### config.mk
export PLATFORM = sky130hd
export DESIGN_NAME = rc4_prga_core
export DESIGN_NICKNAME = d
export VERILOG_FILES = /design/src/rtl/rc4_prga_core.sv
export SDC_FILE = /design/constraint.sdc
export NUM_CORES = 1
export LEC_CHECK = 0
export ABC_CLOCK_PERIOD_IN_PS = 8400
export CAP_MARGIN = 40
export CORE_ASPECT_RATIO = 0.9
export CORE_MARGIN = 1.5
export CORE_UTILIZATION = 45
export CTS_CLUSTER_DIAMETER = 200
export CTS_CLUSTER_SIZE = 20
export DETAILED_ROUTE_END_ITERATION = 16
export GPL_TIMING_DRIVEN = 1
export SLEW_MARGIN = 15
export SYNTH_ARGS = -nofsm -noshare
export SYNTH_HDL_FRONTEND = slang
export SYNTH_SLANG_ARGS = --single-unit
### constraint.sdc
create_clock -name clk -period 8.4 [get_ports clk]
set_clock_uncertainty 0.05 [all_clocks]
set_input_delay 2.52 -clock clk [delete_from_list [all_inputs] [get_ports clk]]
set_output_delay 2.52 -clock clk [all_outputs]
set_load 0.01 [all_outputs]
### src/rtl/rc4_prga_core.sv
// RC4 keystream generator / single-message decrypt engine with start/done handshake and abort.
// Optional macro RC4_CHARSET_EXT_EN widens the accepted plaintext set (upper case, digits, 0x21..0x2F).
module rc4_prga_core #(
    parameter int MSG_LEN = 32,
    parameter int RD_LAT  = 2,
    parameter int K_W     = 8
) (
    input  logic           clk,
    input  logic           reset_n,
    input  logic           start,
    input  logic           abort,
    input  logic           check_bypass,
    input  logic [7:0]     q_data,
    output logic           mem_req,
    output logic [1:0]     mem_sel,
    output logic [7:0]     addr,
    output logic [7:0]     wdata,
    output logic           wen,
    output logic           busy,
    output logic           done,
    output logic [1:0]     result,
    output logic [K_W-1:0] k_out
);

    typedef enum logic [3:0] {
        IDLE, INC_I, RD_SI, ADD_J, RD_SJ, WR_I, WR_J, RD_F, RD_CT, WR_PT, CHK, FAIL, DONE
    } state_t;

    localparam logic [1:0]     SEL_NONE = 2'd0;
    localparam logic [1:0]     SEL_S    = 2'd1;
    localparam logic [1:0]     SEL_ROM  = 2'd2;
    localparam logic [1:0]     SEL_RAM  = 2'd3;
    localparam logic [2:0]     LAT      = 3'(RD_LAT);
    localparam logic [K_W-1:0] K_LAST   = K_W'(MSG_LEN - 1);

    state_t         state, state_n;
    logic [7:0]     i, i_n, j, j_n, si, si_n, sj, sj_n, f, f_n, ct, ct_n, pt, pt_n;
    logic [K_W-1:0] k, k_n;
    logic [2:0]     cnt, cnt_n;
    logic [1:0]     result_n, mem_sel_n;
    logic [7:0]     addr_n, wdata_n;
    logic           wen_n, busy_n, done_n, rd_last;

    function automatic logic in_charset(input logic [7:0] b);
        logic ok;
        ok = (b >= 8'h61 && b <= 8'h7A) || (b == 8'h20);
`ifdef RC4_CHARSET_EXT_EN
        ok = ok || (b >= 8'h41 && b <= 8'h5A) || (b >= 8'h30 && b <= 8'h39) ||
             (b >= 8'h21 && b <= 8'h2F);
`endif
        return ok;
    endfunction

    // A read state lasts 1+RD_LAT cycles; q_data is captured on its final cycle.
    assign rd_last = (cnt == LAT);

    always_ff @(posedge clk or negedge reset_n) begin
        if (!reset_n) begin
            state   <= IDLE;
            i       <= '0;
            j       <= '0;
            k       <= '0;
            si      <= '0;
            sj      <= '0;
            f       <= '0;
            ct      <= '0;
            pt      <= '0;
            cnt     <= '0;
            result  <= '0;
            mem_req <= 1'b0;
            mem_sel <= '0;
            addr    <= '0;
            wdata   <= '0;
            wen     <= 1'b0;
            busy    <= 1'b0;
            done    <= 1'b0;
            k_out   <= '0;
        end else begin
            state   <= state_n;
            i       <= i_n;
            j       <= j_n;
            k       <= k_n;
            si      <= si_n;
            sj      <= sj_n;
            f       <= f_n;
            ct      <= ct_n;
            pt      <= pt_n;
            cnt     <= cnt_n;
            result  <= result_n;
            mem_req <= busy_n;
            mem_sel <= mem_sel_n;
            addr    <= addr_n;
            wdata   <= wdata_n;
            wen     <= wen_n;
            busy    <= busy_n;
            done    <= done_n;
            k_out   <= k_n;
        end
    end

    always_comb begin
        state_n  = state;
        i_n      = i;
        j_n      = j;
        k_n      = k;
        si_n     = si;
        sj_n     = sj;
        f_n      = f;
        ct_n     = ct;
        pt_n     = pt;
        cnt_n    = 3'd0;
        result_n = result;

        unique case (state)
            IDLE, DONE: begin
                if (start) begin
                    state_n  = INC_I;
                    i_n      = 8'd0;
                    j_n      = 8'd0;
                    k_n      = '0;
                    result_n = 2'b00;
                end
            end
            INC_I: begin
                i_n     = i + 8'd1;
                state_n = RD_SI;
            end
            RD_SI: begin
                if (rd_last) begin
                    si_n    = q_data;
                    state_n = ADD_J;
                end else cnt_n = cnt + 3'd1;
            end
            ADD_J: begin
                j_n     = j + si;
                state_n = RD_SJ;
            end
            RD_SJ: begin
                if (rd_last) begin
                    sj_n    = q_data;
                    state_n = WR_I;
                end else cnt_n = cnt + 3'd1;
            end
            WR_I: state_n = WR_J;
            WR_J: state_n = RD_F;
            RD_F: begin
                if (rd_last) begin
                    f_n     = q_data;
                    state_n = RD_CT;
                end else cnt_n = cnt + 3'd1;
            end
            RD_CT: begin
                if (rd_last) begin
                    ct_n    = q_data;
                    state_n = WR_PT;
                end else cnt_n = cnt + 3'd1;
            end
            WR_PT: begin
                pt_n    = f ^ ct;
                state_n = CHK;
            end
            CHK: begin
                if (!(check_bypass || in_charset(pt))) begin
                    state_n  = FAIL;
                    result_n = 2'b10;
                end else if (k == K_LAST) begin
                    state_n  = DONE;
                    result_n = 2'b01;
                end else if (abort) begin
                    state_n  = DONE;
                    result_n = 2'b11;
                end else begin
                    k_n     = k + 1'b1;
                    state_n = INC_I;
                end
            end
            FAIL:    state_n = DONE;
            default: state_n = IDLE;
        endcase

        // Outputs are decoded from the next state so the registered copies line up with it.
        mem_sel_n = SEL_NONE;
        addr_n    = 8'd0;
        wdata_n   = 8'd0;
        wen_n     = 1'b0;
        busy_n    = (state_n != IDLE) && (state_n != DONE);
        done_n    = (state_n == DONE);
        unique case (state_n)
            RD_SI: begin mem_sel_n = SEL_S; addr_n = i_n; end
            RD_SJ: begin mem_sel_n = SEL_S; addr_n = j_n; end
            WR_I:  begin mem_sel_n = SEL_S; addr_n = i_n; wdata_n = sj_n; wen_n = 1'b1; end
            WR_J:  begin mem_sel_n = SEL_S; addr_n = j_n; wdata_n = si_n; wen_n = 1'b1; end
            RD_F:  begin mem_sel_n = SEL_S; addr_n = si_n + sj_n; end
            RD_CT: begin mem_sel_n = SEL_ROM; addr_n = 8'(k_n); end
            WR_PT: begin mem_sel_n = SEL_RAM; addr_n = 8'(k_n); wdata_n = f_n ^ ct_n; wen_n = 1'b1; end
            default: ;
        endcase
    end

endmodule
Word level (Yosys, flattened, before mapping)
Index checks and enable logic that the tools add are counted.

cells by class
  add/subtract/negate cells = 5
  magnitude comparators = 2
  eq/ne operators = 26
  muxes and demuxes = 37
  bitwise gates (word level) = 2
  reduce and logical (&&, ||, !) cells = 15

operators with widths
  kind                 number
  $mux 8               14
  $pmux 4 s12          1
  $pmux 8 s2           3
  $eq 4x3->1 const B   8
  $eq 4x4->1 const B   8
  $mux 4               8
  $pmux 8 s4           1
  $pmux 8 s3           1
  $add 8x1->8 const B  2
  $add 8x8->8          2
  $xor 8x8->8          2
  $eq 4x2->1 const B   3
  $eq 8x5->1 const B   1
  $eq 8x6->1 const B   1
  $ge 8x7->1 const B   1
  $le 8x7->1 const B   1
  $mux 2               4
  $ne 4x4->1 const B   2
  $reduce_or 2->1      4
  $mux 3               2
  $pmux 2 s3           1
  $reduce_or 5->1      1
  $eq 4x1->1 const B   1
  $logic_not 4->1      1
  other kinds (12)     14

word-level totals
  flip-flop bits (word level) = 94
  output and inout bits = 32

Depth between registers and ports, before layout
Gate-level depths: netlist of the first run.

  depth after elaboration = 9
  depth in mapped cells = 15
  gate-level depth less buffers = 15

Worst setup path after synthesis of the first run
Ideal clock, no wire load.

  path kind = in2reg
  start point = in start
  end point = reg addr[1]
  data arrival time = 4.415 ns
  required time = 8.283 ns
  path slack = 3.868 ns
  cell stages on the path = 9
  path buffers = 1
  cells stage by stage = o21ai_0 -> or3_1 -> clkbuf_1 -> nand4_1 -> o31a_1 -> nand2_1 -> nor4b_4 -> a31o_2 -> a221o_1

between the ends
  longest elaborated chain between the ends = 5
  elaborated cells between the ends (all ways) = 19
  those cells by class = 7 x eq/ne; 9 x mux; 3 x reduce/logical

ends and longest elaborated chain
  element                             RTL line  RTL
  start, declared                     10        input logic start,
  $mux 4                              116       if (start) begin
  $pmux 4 s12                         114       unique case (state)
  $eq 4x4->1 (tied with other cells)  188       unique case (state_n)
  $reduce_or 2->1 (no source line)    -
  $pmux 8 s4 *                        188
  net addr_n[1]                       41        logic [7:0] addr_n, wdata_n;
  end signal, assigned                92        addr <= addr_n;
  end, declared                       16        output logic [7:0] addr,

The timed path passes the listed nets; every way through them passes the cells marked *.
A chain may end at the register's enable or synchronous reset.

Worst setup path after layout of the first run
  start point = in start
  end point = reg addr[3]

Same word-level chain as after synthesis.

==> impl_metrics.ini, run 1 <==
[status]
status = completed

[critical_path]
cp_slowest_cell = nor4b_4
worstSetupEndpointType = register
critPathRequiredTime_ns = 8.63
critPathBufInv = 1
rr_startpoint = cnt[0]
critical_path.cell_chain = clkdlybuf4s50_1 > o21ai_0 > or3_1 > nand4_1 > o31a_1 > nand2_1 > nor4b_4 > a31o_2 > a221o_1
crit_type = primary input to register
critPathLaunch = start
slowest_delay_ns = 0.62
path_max_fanout = 10
cp_data_arrival_time_ns = 5.45
cp-start-kind = primary input
cp_top_family = simple AND/OR/NAND/NOR gates

[timing]
fin_tns_setup_ns = 0
final.min_clock_period_ns = 5.22
period_share = 0.622
slew-limit-headroom = 0.344
worst_slew_pin_slew_ns = 0.984
finalSetupViolCount = 0
fmax_ghz = 0.192
hold_viol = 0
rsz0062_at_grt = false
slew_viol_final = 0

[clock_tree]
cts_resized = 0
clock_path_buffers = 2
clk_latency_ns = 0.34
clkTransAtPathRegs_ns = 0.07
postCtsSetupBuffers = 0
cts_tree = built
cts_num_sinks = 94
clock-root-buffer = clkbuf_16
cts_hold_buf = 0
numCtsBuffers = 9
htreeDepth = 3

[pwr]
leakagePower_uw = 0.00262
ir_drop_uv = 176
cellPowerDensity_nw_per_um2 = 332
power_uw = 2020

[final_layout]
diodes = 0
area_growth_pct = 18.0
layout_common_cells = dfrtp_1, nand2_1, clkdlybuf4s50_1
drive_gt1_frac = 0.138
regArea_um2 = 2350
n_fill_cell = 989
layout_commonest_cell = dfrtp_1
multiInputGateArea_um2 = 2670
fin_cells = 687
fin_util = 0.554
nNetsFinal = 566

[hold_path]
hold_class = register to register
min_from = pt[5]

[drt]
firstDrtPassIters = 5
drc = 0
topRoutingLayerUsed = met4
drt-met1-wl_um = 5740
drt_iter0_drc = 264
wl_met2_um = 5470
viasPerCell = 5.76
wl_met3_um = 494
drt-wirelength-per-cell_um = 17.2
finalWirelength_um = 11800
vias = 3959
ant_nets = 0

[place]
io_buffer_count = 44
placedCellCount = 669
gp_congestion = 0.823
hpwl_um = 8970

[synthesis]
syn_area_um2 = 5160
synth_top_area_frac = 0.456
yosysSeqAreaShare = 0.456
syn-num-nets = 521
async_reset_ff_frac = 1.00
synth_edf_count = 0
synth_warnings = 0
synth_cell_types = 69
avgSynthCellArea_um2 = 10.6
synth_ff_type = dfrtp_1
synth_top_cell_by_area = dfrtp_1
synth_area_leaders = dfrtp_1, mux2_2, ha_1, nand2_1, o21ai_0
ys_ff_latch = 94
synth_cells = 486

[floorplanning]
dieArea_um2 = 12100
die_w_um = 116
rows = 36
die_y_um = 105
coreArea_um2 = 11000
initial_utilization = 0.469
io-pin-count = 45

[global_route]
grtUsageTotal = 0.207
overflow = 0
grt_max_degree = 53
antenna_found_initial = 0
grt_pass1_wl_um = 19400
grt_pass1_vias = 3699

[job]
cap_viol_max_count = 0
-- Yosys cell counts, types with 3 or more instances --
cell type	number
or4_1	3
a31oi_1	3
inv_1	9
dfrtp_1	94
a32oi_1	9
buf_6	3
mux2i_1	3
a221o_1	7
buf_2	3
nor3_1	11
nor2b_1	9
nand4_1	5
a22o_1	15
xor2_1	15
a211oi_1	3
o21ai_0	27
xnor2_1	15
or3_1	5
nand2_1	46
a21oi_1	24
nor2_1	26
clkbuf_1	7
o211ai_1	3
nand2b_1	8
mux2_2	32
ha_1	20
nand3_1	20
-- sequential cells by signal (all words and copies together), names as in the netlist --
signal and count:
wen 1, i 8, done 1, j 8, wdata 8, mem_sel 2, busy 1, addr 8
ct 8, pt 8, f 8, sj 8, result 2, cnt 3, state 4, si 8
k 8
-- where the power goes --
group	internal, µW	switching [µW]
combinational	383	519
sequential	578	98.4
clock	263	179
-- layout make-up --
type / instances / area share
clock buffer: 9 / 0.0370
clock inverter: 6 / 0.0154
inverter: 9 / 0.00555
multi-input combinational: 366 / 0.439
sequential: 94 / 0.386
tap: 152 / 0.0312
timing repair buffer: 51 / 0.0851
-- layer usage --
metal	global-route usage	vias to the layer above
li1	-	1890
met1	0.304	1967
met2	0.318	90
met3	0.0389	12
met4	0.0444	0
met5	0	-
-- final timing paths --
check,endpoint,slack [ns],depth (start not counted)
max in group asynchronous,j[0],5.40,3
hold reg to reg,pt[5],0.43,2
setup / recovery,addr[3],3.18,9
hold / removal,pt[5],0.43,2
min in group asynchronous,cnt[0],1.99,1
setup reg to reg,addr[6],4.47,13
-- kinds of logic after synthesis --
| kind of cell | Yosys count | synth area share |
|---|---|---|
| buffers and inverters | 26 | 0.0255 |
| adder cells (fa/ha/maj) | 22 | 0.0563 |
| XOR/XNOR | 30 | 0.0509 |
| AND/OR/NAND/NOR | 156 | 0.163 |
| AO/OA/AOI/OAI | 123 | 0.173 |
| multiplexers | 35 | 0.0757 |
| flip-flops | 94 | 0.456 |
-- metrics by stage --
| stage | cell area (µm²) | hold WS (ns) | setup slack [ns] |
|---|---|---|---|
| 6_report | 6090 | 0.430 | 3.18 |
| 5_1_grt | 6090 | 0.450 | 3.01 |
| 4_1_cts | 6060 | 0.428 | 3.23 |
| 3_5_place_dp | 5740 | 0.413 | 2.90 |
| 3_3_place_gp | 5700 | 0.407 | 2.99 |
| 2_1_floorplan | 5160 | 0.392 | 3.87 |
-- worst reg2reg max path: cells and delay by family (launching register included) --
| family | cells | cell delay (ns) |
|---|---|---|
| AND/OR/NAND/NOR | 5 | 1.37 |
| XOR/XNOR | 1 | 0.16 |
| AO/OA/AOI/OAI | 4 | 0.70 |
| adder cells (fa/ha/maj) | 2 | 0.65 |
| flip-flops | 1 | 0.43 |
| multiplexers | 1 | 0.45 |
Note: power is estimated with default switching activity, not from simulation.
==> inputs of run 2 (changes only) <==
--- a/config.mk
+++ b/config.mk
@@ -5,7 +5,7 @@
 export SDC_FILE = /design/constraint.sdc
 export NUM_CORES = 1
 export LEC_CHECK = 0
-export ABC_CLOCK_PERIOD_IN_PS = 8400
+export ABC_CLOCK_PERIOD_IN_PS = 5100
 export CAP_MARGIN = 40
 export CORE_ASPECT_RATIO = 0.9
 export CORE_MARGIN = 1.5
==> constraint.sdc (replaced) <==
create_clock -name clk -period 5.1 [get_ports clk]
set_clock_uncertainty 0.05 [all_clocks]
set_input_delay 1.53 -clock clk [delete_from_list [all_inputs] [get_ports clk]]
set_output_delay 1.53 -clock clk [all_outputs]
set_load 0.01 [all_outputs]
==> impl_metrics.ini, run 2 (same netlist as run 1, synthesis figures left out) <==
[floorplanning]
coreArea_um2 = 11000
rows = 36
die_y_um = 105
dieArea_um2 = 12100
io-pin-count = 45
initial_utilization = 0.469
die_w_um = 116

[clock_tree]
cts_hold_buf = 0
clock_path_buffers = 2
clock-root-buffer = clkbuf_16
cts_tree = built
clk_latency_ns = 0.35
cts_resized = 0
numCtsBuffers = 9
clkTransAtPathRegs_ns = 0.07
cts_num_sinks = 94
htreeDepth = 3
postCtsSetupBuffers = 0

[timing]
fin_tns_setup_ns = 0
rsz0062_at_grt = false
period_share = 0.812
hold_viol = 0
holdWs_ns = 0.424
finalSetupViolCount = 0
fin_ws_ns = 0.958
worst_slew_pin_slew_ns = 0.983
final.min_clock_period_ns = 4.14
slew_viol_final = 0
fmax_ghz = 0.241
slew-limit-headroom = 0.345

[critical_path]
worstSetupEndpointType = register
path_max_fanout = 10
reg2regPathDepth = 15
r2r_slack_ns = 1.25
crit_type = primary input to register
rr_startpoint = state[2]
cp_data_arrival_time_ns = 4.38
cp-start-kind = primary input
critPathRequiredTime_ns = 5.34
crit-reg2reg-capture = addr[7]

[final_layout]
layout_common_cells = dfrtp_1, nand2_1, clkdlybuf4s50_1
nNetsFinal = 570
area_growth_pct = 18.0
drive_gt1_frac = 0.146
layout_commonest_cell = dfrtp_1
diodes = 0
n_fill_cell = 1023

[drt]
viasPerCell = 5.78
drc = 0
vias = 4000
finalWirelength_um = 12100
drt_iter0_drc = 294
ant_nets = 0
firstDrtPassIters = 6
drt-wirelength-per-cell_um = 17.5

[global_route]
grt_pass1_vias = 3959
grtUsageTotal = 0.215
overflow = 0
grt_max_degree = 45
grt_pass1_wl_um = 20000
antenna_found_initial = 0

[job]
cap_viol_max_count = 0

[hold_path]
hold_path_depth = 2
min_to = pt[5]
hold_class = register to register
min_from = pt[5]

[pwr]
leakagePower_uw = 0.00263
ir_drop_uv = 310
cellPowerDensity_nw_per_um2 = 540
power_uw = 3290

[place]
hpwl_um = 9030
pre_cts_slack_ns = 0.633
io_buffer_count = 44
gp_congestion = 0.824

[status]
status = completed
run 2: changes by cell type in the layout (fill, tap and decap cells not counted):
cell / delta
buf_12: +1
buf_16: -1
buf_4: +6
buf_6: -2
bufinv_16: -1
clkinv_4: +1
clkinvlp_4: +1
run 2: worst max path at each step:
stage / from / endpoint / slack [ns] / cells after the start
finish: start / addr[0] / 0.96 / 9
global route: start / addr[1] / 0.70 / 9
CTS: start / addr[0] / 0.99 / 9
detailed placement: start / addr[3] / 0.63 / 9
global placement: start / addr[2] / 0.69 / 9
floorplan: cnt[0] / addr[6] / 1.44 / 13
run 2: power breakdown:
group | switching [µW] | internal (µW) | total [µW] | leakage [µW]
clock | 300 | 387 | 687 | 0.000148
sequential | 144 | 952 | 1100 | 0.00122
combinational | 870 | 637 | 1510 | 0.00126
run 2: final cells by class:
type                    count  area, µm²  area share
repair buffers             55        533      0.0875
inverters                   9       33.8     0.00555
multi-input cells         366       2670       0.439
well taps                 152        190      0.0312
flip-flops and latches     94       2350       0.386
clock inverters             7       80.1      0.0132
clock buffers               9        225      0.0370
run 2: critical path, stage by stage:
cell	delay, ns
clkdlybuf4s50_1	0.54
o21ai_0	0.13
or3_1	0.45
nand4_1	0.19
o31a_1	0.31
nand2_1	0.15
nor4b_4	0.59
a31o_2	0.30
a221o_1	0.18
run 2: metrics by stage:
step	utilization	instances	cell area [µm²]
floorplan	-	486	5160
global placement	0.524	674	5760
detailed placement	0.526	675	5780
CTS	0.553	691	6080
global route	0.554	692	6090
finish	0.554	692	6090
run 2: layer usage:
layer | global-route usage | share of wire | vias to the layer above
met2 | 0.329 | 0.47 | 76
met1 | 0.310 | 0.49 | 2010
met4 | 0.0453 | 0.011 | 0
met3 | 0.0522 | 0.035 | 11
met5 | 0 | 0 | -
li1 | - | - | 1903
